$ cat src/rtl/muldiv_issue_pkg.sv
// muldiv_issue_pkg: M-extension func encodings and issue FSM states
package muldiv_issue_pkg;
  localparam logic [3:0] OP_MUL    = 4'd0;
  localparam logic [3:0] OP_MULH   = 4'd1;
  localparam logic [3:0] OP_MULHSU = 4'd2;
  localparam logic [3:0] OP_MULHU  = 4'd3;
  localparam logic [3:0] OP_DIV    = 4'd4;
  localparam logic [3:0] OP_DIVU   = 4'd5;
  localparam logic [3:0] OP_REM    = 4'd6;
  localparam logic [3:0] OP_REMU   = 4'd7;
  typedef enum logic [1:0] {S_IDLE, S_ISSUE, S_WAIT, S_WB} issue_state_t;
  function automatic logic is_div_op(input logic [3:0] f);
    return f inside {OP_DIV, OP_DIVU, OP_REM, OP_REMU};
  endfunction
endpackage

$ cat src/rtl/muldiv_issue_div_special.sv
// muldiv_issue_div_special: RISC-V divide-by-zero and signed-overflow results
module muldiv_issue_div_special
  import muldiv_issue_pkg::*;
#(
  parameter int XLEN = 64
) (
  input  logic [XLEN-1:0] a_i,
  input  logic [XLEN-1:0] b_i,
  input  logic [3:0]      func_i,
  input  logic            word_op_i,
  output logic            hit_o,
  output logic [XLEN-1:0] value_o
);
  logic [XLEN-1:0] a_x;
  logic            zero, ovf, is_rem;
  // word ops look only at bits [31:0]; results sign-extend from bit 31
  always_comb begin
    a_x     = word_op_i ? {{(XLEN-32){a_i[31]}}, a_i[31:0]} : a_i;
    zero    = word_op_i ? (b_i[31:0] == 32'd0) : (b_i == '0);
    ovf     = (func_i inside {OP_DIV, OP_REM}) &
              (word_op_i ? (a_i[31:0] == 32'h8000_0000 && b_i[31:0] == '1)
                         : (a_i == {1'b1, {(XLEN-1){1'b0}}} && b_i == '1));
    is_rem  = func_i inside {OP_REM, OP_REMU};
    hit_o   = is_div_op(func_i) & (zero | ovf);
    value_o = zero ? (is_rem ? a_x : '1) : (is_rem ? '0 : a_x);
  end
endmodule

$ cat src/rtl/muldiv_issue.sv
// muldiv_issue: issues one MUL/DIV op to its unit and buffers the result for writeback
module muldiv_issue
  import muldiv_issue_pkg::*;
#(
  parameter int XLEN           = 64,
  parameter int RD_W           = 5,
  parameter bit DIV_SPECIAL_EN = 1'b1
) (
  input  logic            clk,
  input  logic            resetn,
  input  logic            ex_valid_i,
  output logic            ex_ready_o,
  input  logic [XLEN-1:0] opr_a_i,
  input  logic [XLEN-1:0] opr_b_i,
  input  logic [3:0]      func_i,
  input  logic            word_op_i,
  input  logic [RD_W-1:0] rd_i,
  output logic            mul_valid_o,
  output logic            div_valid_o,
  input  logic            mul_ready_i,
  input  logic            div_ready_i,
  output logic [XLEN-1:0] unit_opr_a_o,
  output logic [XLEN-1:0] unit_opr_b_o,
  output logic [3:0]      unit_func_o,
  output logic            unit_word_op_o,
  input  logic            mul_res_valid_i,
  input  logic            div_res_valid_i,
  input  logic [XLEN-1:0] mul_res_i,
  input  logic [XLEN-1:0] div_res_i,
  output logic            mul_res_ready_o,
  output logic            div_res_ready_o,
  output logic            wb_valid_o,
  input  logic            wb_ready_i,
  output logic [XLEN-1:0] wb_data_o,
  output logic [RD_W-1:0] wb_rd_o,
  input  logic            flush_i,
  output logic            flush_o,
  output logic            busy_o
);
  issue_state_t    state_q, state_d;
  logic [XLEN-1:0] opr_a_q, opr_a_d, opr_b_q, opr_b_d, wb_data_q, wb_data_d;
  logic [3:0]      func_q, func_d;
  logic            word_q, word_d, is_div_q, is_div_d;
  logic [RD_W-1:0] rd_q, rd_d;
  logic            sp_hit, special, accept, unit_rdy, res_vld;
  logic [XLEN-1:0] sp_val, res;

  muldiv_issue_div_special #(.XLEN(XLEN)) u_special (
    .a_i(opr_a_i), .b_i(opr_b_i), .func_i(func_i), .word_op_i(word_op_i),
    .hit_o(sp_hit), .value_o(sp_val)
  );

  assign ex_ready_o = ~flush_i & (state_q == S_IDLE | (state_q == S_WB & wb_ready_i));
  assign accept     = ex_valid_i & ex_ready_o;
  assign special    = DIV_SPECIAL_EN & sp_hit;
  assign unit_rdy   = is_div_q ? div_ready_i : mul_ready_i;
  assign res_vld    = is_div_q ? div_res_valid_i : mul_res_valid_i;
  assign res        = is_div_q ? div_res_i : mul_res_i;

  // next state: unit handshakes, then accept overrides, then flush overrides everything
  always_comb begin
    state_d   = state_q;
    wb_data_d = wb_data_q;
    opr_a_d   = opr_a_q;
    opr_b_d   = opr_b_q;
    func_d    = func_q;
    word_d    = word_q;
    rd_d      = rd_q;
    is_div_d  = is_div_q;
    case (state_q)
      S_ISSUE: state_d = unit_rdy ? S_WAIT : S_ISSUE;
      S_WAIT: begin
        state_d   = res_vld ? S_WB : S_WAIT;
        wb_data_d = (res_vld & ~flush_i) ? res : wb_data_q;
      end
      S_WB: state_d = wb_ready_i ? S_IDLE : S_WB;
      default: ;
    endcase
    if (accept) begin
      opr_a_d   = opr_a_i;
      opr_b_d   = opr_b_i;
      func_d    = func_i;
      word_d    = word_op_i;
      rd_d      = rd_i;
      is_div_d  = is_div_op(func_i);
      state_d   = special ? S_WB : S_ISSUE;
      wb_data_d = special ? sp_val : wb_data_q;
    end
    if (flush_i) state_d = S_IDLE;
  end

  // state and latched operand/result registers
  always_ff @(posedge clk or negedge resetn) begin
    if (!resetn) begin
      state_q   <= S_IDLE;
      opr_a_q   <= '0;
      opr_b_q   <= '0;
      func_q    <= '0;
      word_q    <= 1'b0;
      rd_q      <= '0;
      is_div_q  <= 1'b0;
      wb_data_q <= '0;
    end else begin
      state_q   <= state_d;
      opr_a_q   <= opr_a_d;
      opr_b_q   <= opr_b_d;
      func_q    <= func_d;
      word_q    <= word_d;
      rd_q      <= rd_d;
      is_div_q  <= is_div_d;
      wb_data_q <= wb_data_d;
    end
  end

  assign mul_valid_o     = state_q == S_ISSUE & ~is_div_q;
  assign div_valid_o     = state_q == S_ISSUE & is_div_q;
  assign mul_res_ready_o = state_q == S_WAIT & ~is_div_q;
  assign div_res_ready_o = state_q == S_WAIT & is_div_q;
  assign unit_opr_a_o    = opr_a_q;
  assign unit_opr_b_o    = opr_b_q;
  assign unit_func_o     = func_q;
  assign unit_word_op_o  = word_q;
  assign wb_valid_o      = state_q == S_WB;
  assign wb_data_o       = wb_data_q;
  assign wb_rd_o         = rd_q;
  assign flush_o         = flush_i;
  assign busy_o          = state_q != S_IDLE;
endmodule

$ cat config.mk
export PLATFORM = sky130hd
export DESIGN_NAME = muldiv_issue
export DESIGN_NICKNAME = d
export VERILOG_FILES = /design/src/rtl/muldiv_issue_pkg.sv /design/src/rtl/muldiv_issue_div_special.sv /design/src/rtl/muldiv_issue.sv
export SDC_FILE = /design/constraint.sdc
export NUM_CORES = 1
export LEC_CHECK = 0
export CAP_MARGIN = 20
export CORE_MARGIN = 2
export CORE_UTILIZATION = 28
export CTS_BUF_LIST = sky130_fd_sc_hd__clkbuf_4
export DETAILED_ROUTE_END_ITERATION = 10
export GPL_ROUTABILITY_DRIVEN = 0
export SETUP_SLACK_MARGIN = 0.3
export SLEW_MARGIN = 10
export SYNTH_ARGS = -nofsm -noshare
export SYNTH_HDL_FRONTEND = slang
export SYNTH_HIERARCHICAL = 1
export SYNTH_SLANG_ARGS = --single-unit
$ cat constraint.sdc
create_clock -name clk -period 3.2 [get_ports clk]
set_input_delay 0.64 -clock clk [delete_from_list [all_inputs] [get_ports clk]]
set_output_delay 0.64 -clock clk [all_outputs]
set_load 0.02 [all_outputs]
==> results.toml <==
[outcome]
status = "complete, no violations"

[timing]
tightest_slew_ns = 0.773
hold_viol = 0
finalSetupViolCount = 0
setup_tns_ns = 0
setup_ws_ns = 0.345
fmax_mhz = 350
rsz0062_at_grt = "false"
skew_ns = 0.0294
holdWs_ns = 0.301
slew_viol_final = 0
fin_crit_ns = 2.85
max_slew_margin = 0.484
fin_crit_sh = 0.892

[finish]
area_delta_synth_final_pct = 69.2
multi_input_area_mm2 = 0.00438
fill_cells = 3454
stdcell_count = 2191
seqCellArea_mm2 = 0.00513
post-route-util = 0.478
final_nets = 1965
drive_above_1_share = 0.117
finalInstanceArea_mm2 = 0.0168

[worst_setup_path]
cp_slowest_stage_delay_ns = 0.60
startpoint_type = "input pin"
critPathKind = "input pin to flop"
crit_arrival_ns = 3.46
cp-end-kind = "flop"
slowest_stage = "or4_4"
cp_cell_sequence = "clkdlybuf4s50_1 -> nand4_1 -> or4_4 -> nor4_4 -> buf_4 -> nand4_1 -> a21oi_2 -> buf_4 -> a21o_4 -> buf_12 -> buf_12 -> o221a_1"
critPathRequiredTime_ns = 3.81
critical_path.max_fanout = 8

[route]
viasPerCell = 4.84
num_vias = 10612
first_pass_iters = 6
drt_wl_total_mm = 44.9
drt_iter0_drc = 506
wl_per_cell_um = 20.5
drc = 0
final_antenna_net_count = 0

[synthesis]
synth_area_leaders = "dfrtp_1 52%, nand2_1 18%, o221a_1 6.8%"
syn_nets = 1398
avgSynthCellArea_um2 = 8.85
synth_top_area_frac = 0.516
synth_cell_type_count = 40
ys_warn_count = 6
synthCells = 1123
yosysTopAreaCell = "dfrtp_1"
ys_seq_area_frac = 0.516
netlist_area_mm2 = 0.00994
ys_seq_elements = 205

[die]
start_util = 0.282
ios = 485
die_area_mm2 = 0.0370
rows = 69
fp.dieH_um = 192
die_w_um = 192
core_area_mm2 = 0.0352

[clocking]
worstSkewPairLatency_ns = 0.69
ctsLongestPathBuffers = 3
tritoncts = "built"
h-tree-depth = 2
cts_sinks = 205
cts.clk_slew.worst_paths_ns = 0.07
cts_buffers = 55
cts_root_buf = "clkbuf_4"

[placed_design]
dp.cells = 2082
placed_area_mm2 = 0.0159
hpwlAfterDp_mm = 32.9
io_buffer_count = 484
pre_cts_ws_ns = -0.553

[power]
p_leak_nw = 7.55
cellPowerDensity_mw_per_mm2 = 692
irDropWorstVdd_mv = 0.372
power.total_mw = 11.6

[grt]
met2_usage = 0.385
gr-total-overflow = 0
grt_pass1_vias = 10756
track_usage = 0.235
grt_pass1_wl_mm = 65.6
grt_max_degree = 83
use_met3 = 0.0595
grt_busiest_layer = "met2"
grt_util_met1 = 0.298
antenna_found_initial = 5

[flow_run]
maxCapViolCount = 0

[worst_hold_path]
min_path_type = "input pin to flop"
## kinds of logic (layout without fill, tap and decap cells)
group	count (synthesis)	in the layout	synth area share
compound gates	172	172	0.128
other cells	0	5	0
simple gates	567	567	0.238
buf+inv	113	715	0.0516
mux	66	66	0.0664
flops	205	205	0.516
## synth_stat cells (all sizes together)
library cell,count
nand4,20
nor3b,2
o221a,64
nor2,9
inv,34
nand3b,2
nor3,3
nor2b,2
a211oi,1
and2,2
or4b,1
a21boi,1
nor4,29
a21o,1
clkinv,1
nand2,480
and3,1
buf,41
dfrtp,205
a21oi,67
clkbuf,37
nand2b,3
o21ai,35
and4b,2
and4,1
nor4b,1
nand3,2
mux2i,66
o21a,2
nor4bb,1
or4,6
a22oi,1
## cells in the final DEF, fill, tap and decap left out, drive strengths merged, types with 3 or more instances in the layout
cell / synthesis / final
nand2: 480 / 480
clkdlybuf4s50: 0 / 469
dfrtp: 205 / 205
buf: 41 / 101
clkbuf: 37 / 75
a21oi: 67 / 67
mux2i: 66 / 66
o221a: 64 / 64
inv: 34 / 35
o21ai: 35 / 35
nor4: 29 / 29
nand4: 20 / 20
clkinv: 1 / 19
nor2: 9 / 9
dlymetal6s2s: 0 / 8
or4: 6 / 6
diode: 0 / 5
dlygate4sd2: 0 / 5
nand2b: 3 / 3
nor3: 3 / 3
## path summary, 6_finish.rpt
kind	start	to	slack [ns]	depth (start not counted)
setup / recovery	opr_b_i[12]	wb_data_o[24]	0.35	12
setup reg to reg	is_div_q	wb_data_o[62]	1.11	4
hold reg to reg	unit_opr_a_o[3]	unit_opr_a_o[3]	0.47	2
min in group asynchronous	resetn	unit_opr_b_o[41]	0.50	2
hold / removal	opr_b_i[6]	unit_opr_b_o[6]	0.30	4
max in group asynchronous	resetn	wb_data_o[25]	1.84	3
## cell type report
cell class / instances / area share
tap: 461 / 0.0343
sequential: 205 / 0.305
clock buffer: 73 / 0.0326
inverter: 35 / 0.00781
timing repair buffer: 588 / 0.355
multi-input combinational: 805 / 0.260
clock inverter: 19 / 0.00439
antenna: 5 / 0.000744
## worst max-delay path, delay by kind of cell
| kind | cells | cell delay [ns] |
|---|---|---|
| AOI/OAI and AO/OA | 3 | 0.54 |
| buffers and inverters | 5 | 1.09 |
| and+or+nand+nor | 4 | 1.18 |
## state kept, by name, indices dropped and copies added, names as in the netlist
signal	cells
is_div_q	1
state_q	2
unit_func_o	4
unit_opr_a_o	64
unit_opr_b_o	64
unit_word_op_o	1
wb_data_o	64
wb_rd_o	5
## power by group
| part | switching (mW) | internal [mW] | leakage, nW |
|---|---|---|---|
| Combinational | 2.74 | 2.64 | 4.69 |
| Clock | 1.12 | 1.05 | 0.373 |
| Sequential | 0.569 | 3.52 | 2.48 |
| Total | 4.43 | 7.21 | 7.55 |
## routing by layer
metal | up-vias | share of wire
li1 | 4972 | -
met1 | 5097 | 0.41
met2 | 466 | 0.47
met3 | 77 | 0.082
met4 | 0 | 0.030
met5 | - | 0
## repair_timing
| item | 4_1_cts | 5_1_grt |
|---|---|---|
| setup endpoints to repair | 69 | 66 |
| gates cloned | 4 | 2 |
| pin swaps | 3 | 7 |
| hold buffers | 1 | 0 |
| buffers inserted | 4 | 1 |
| resized for setup | 14 | 14 |
| endpoints found under the hold margin | 71 | 0 |
(Power assumes the default switching activity.)
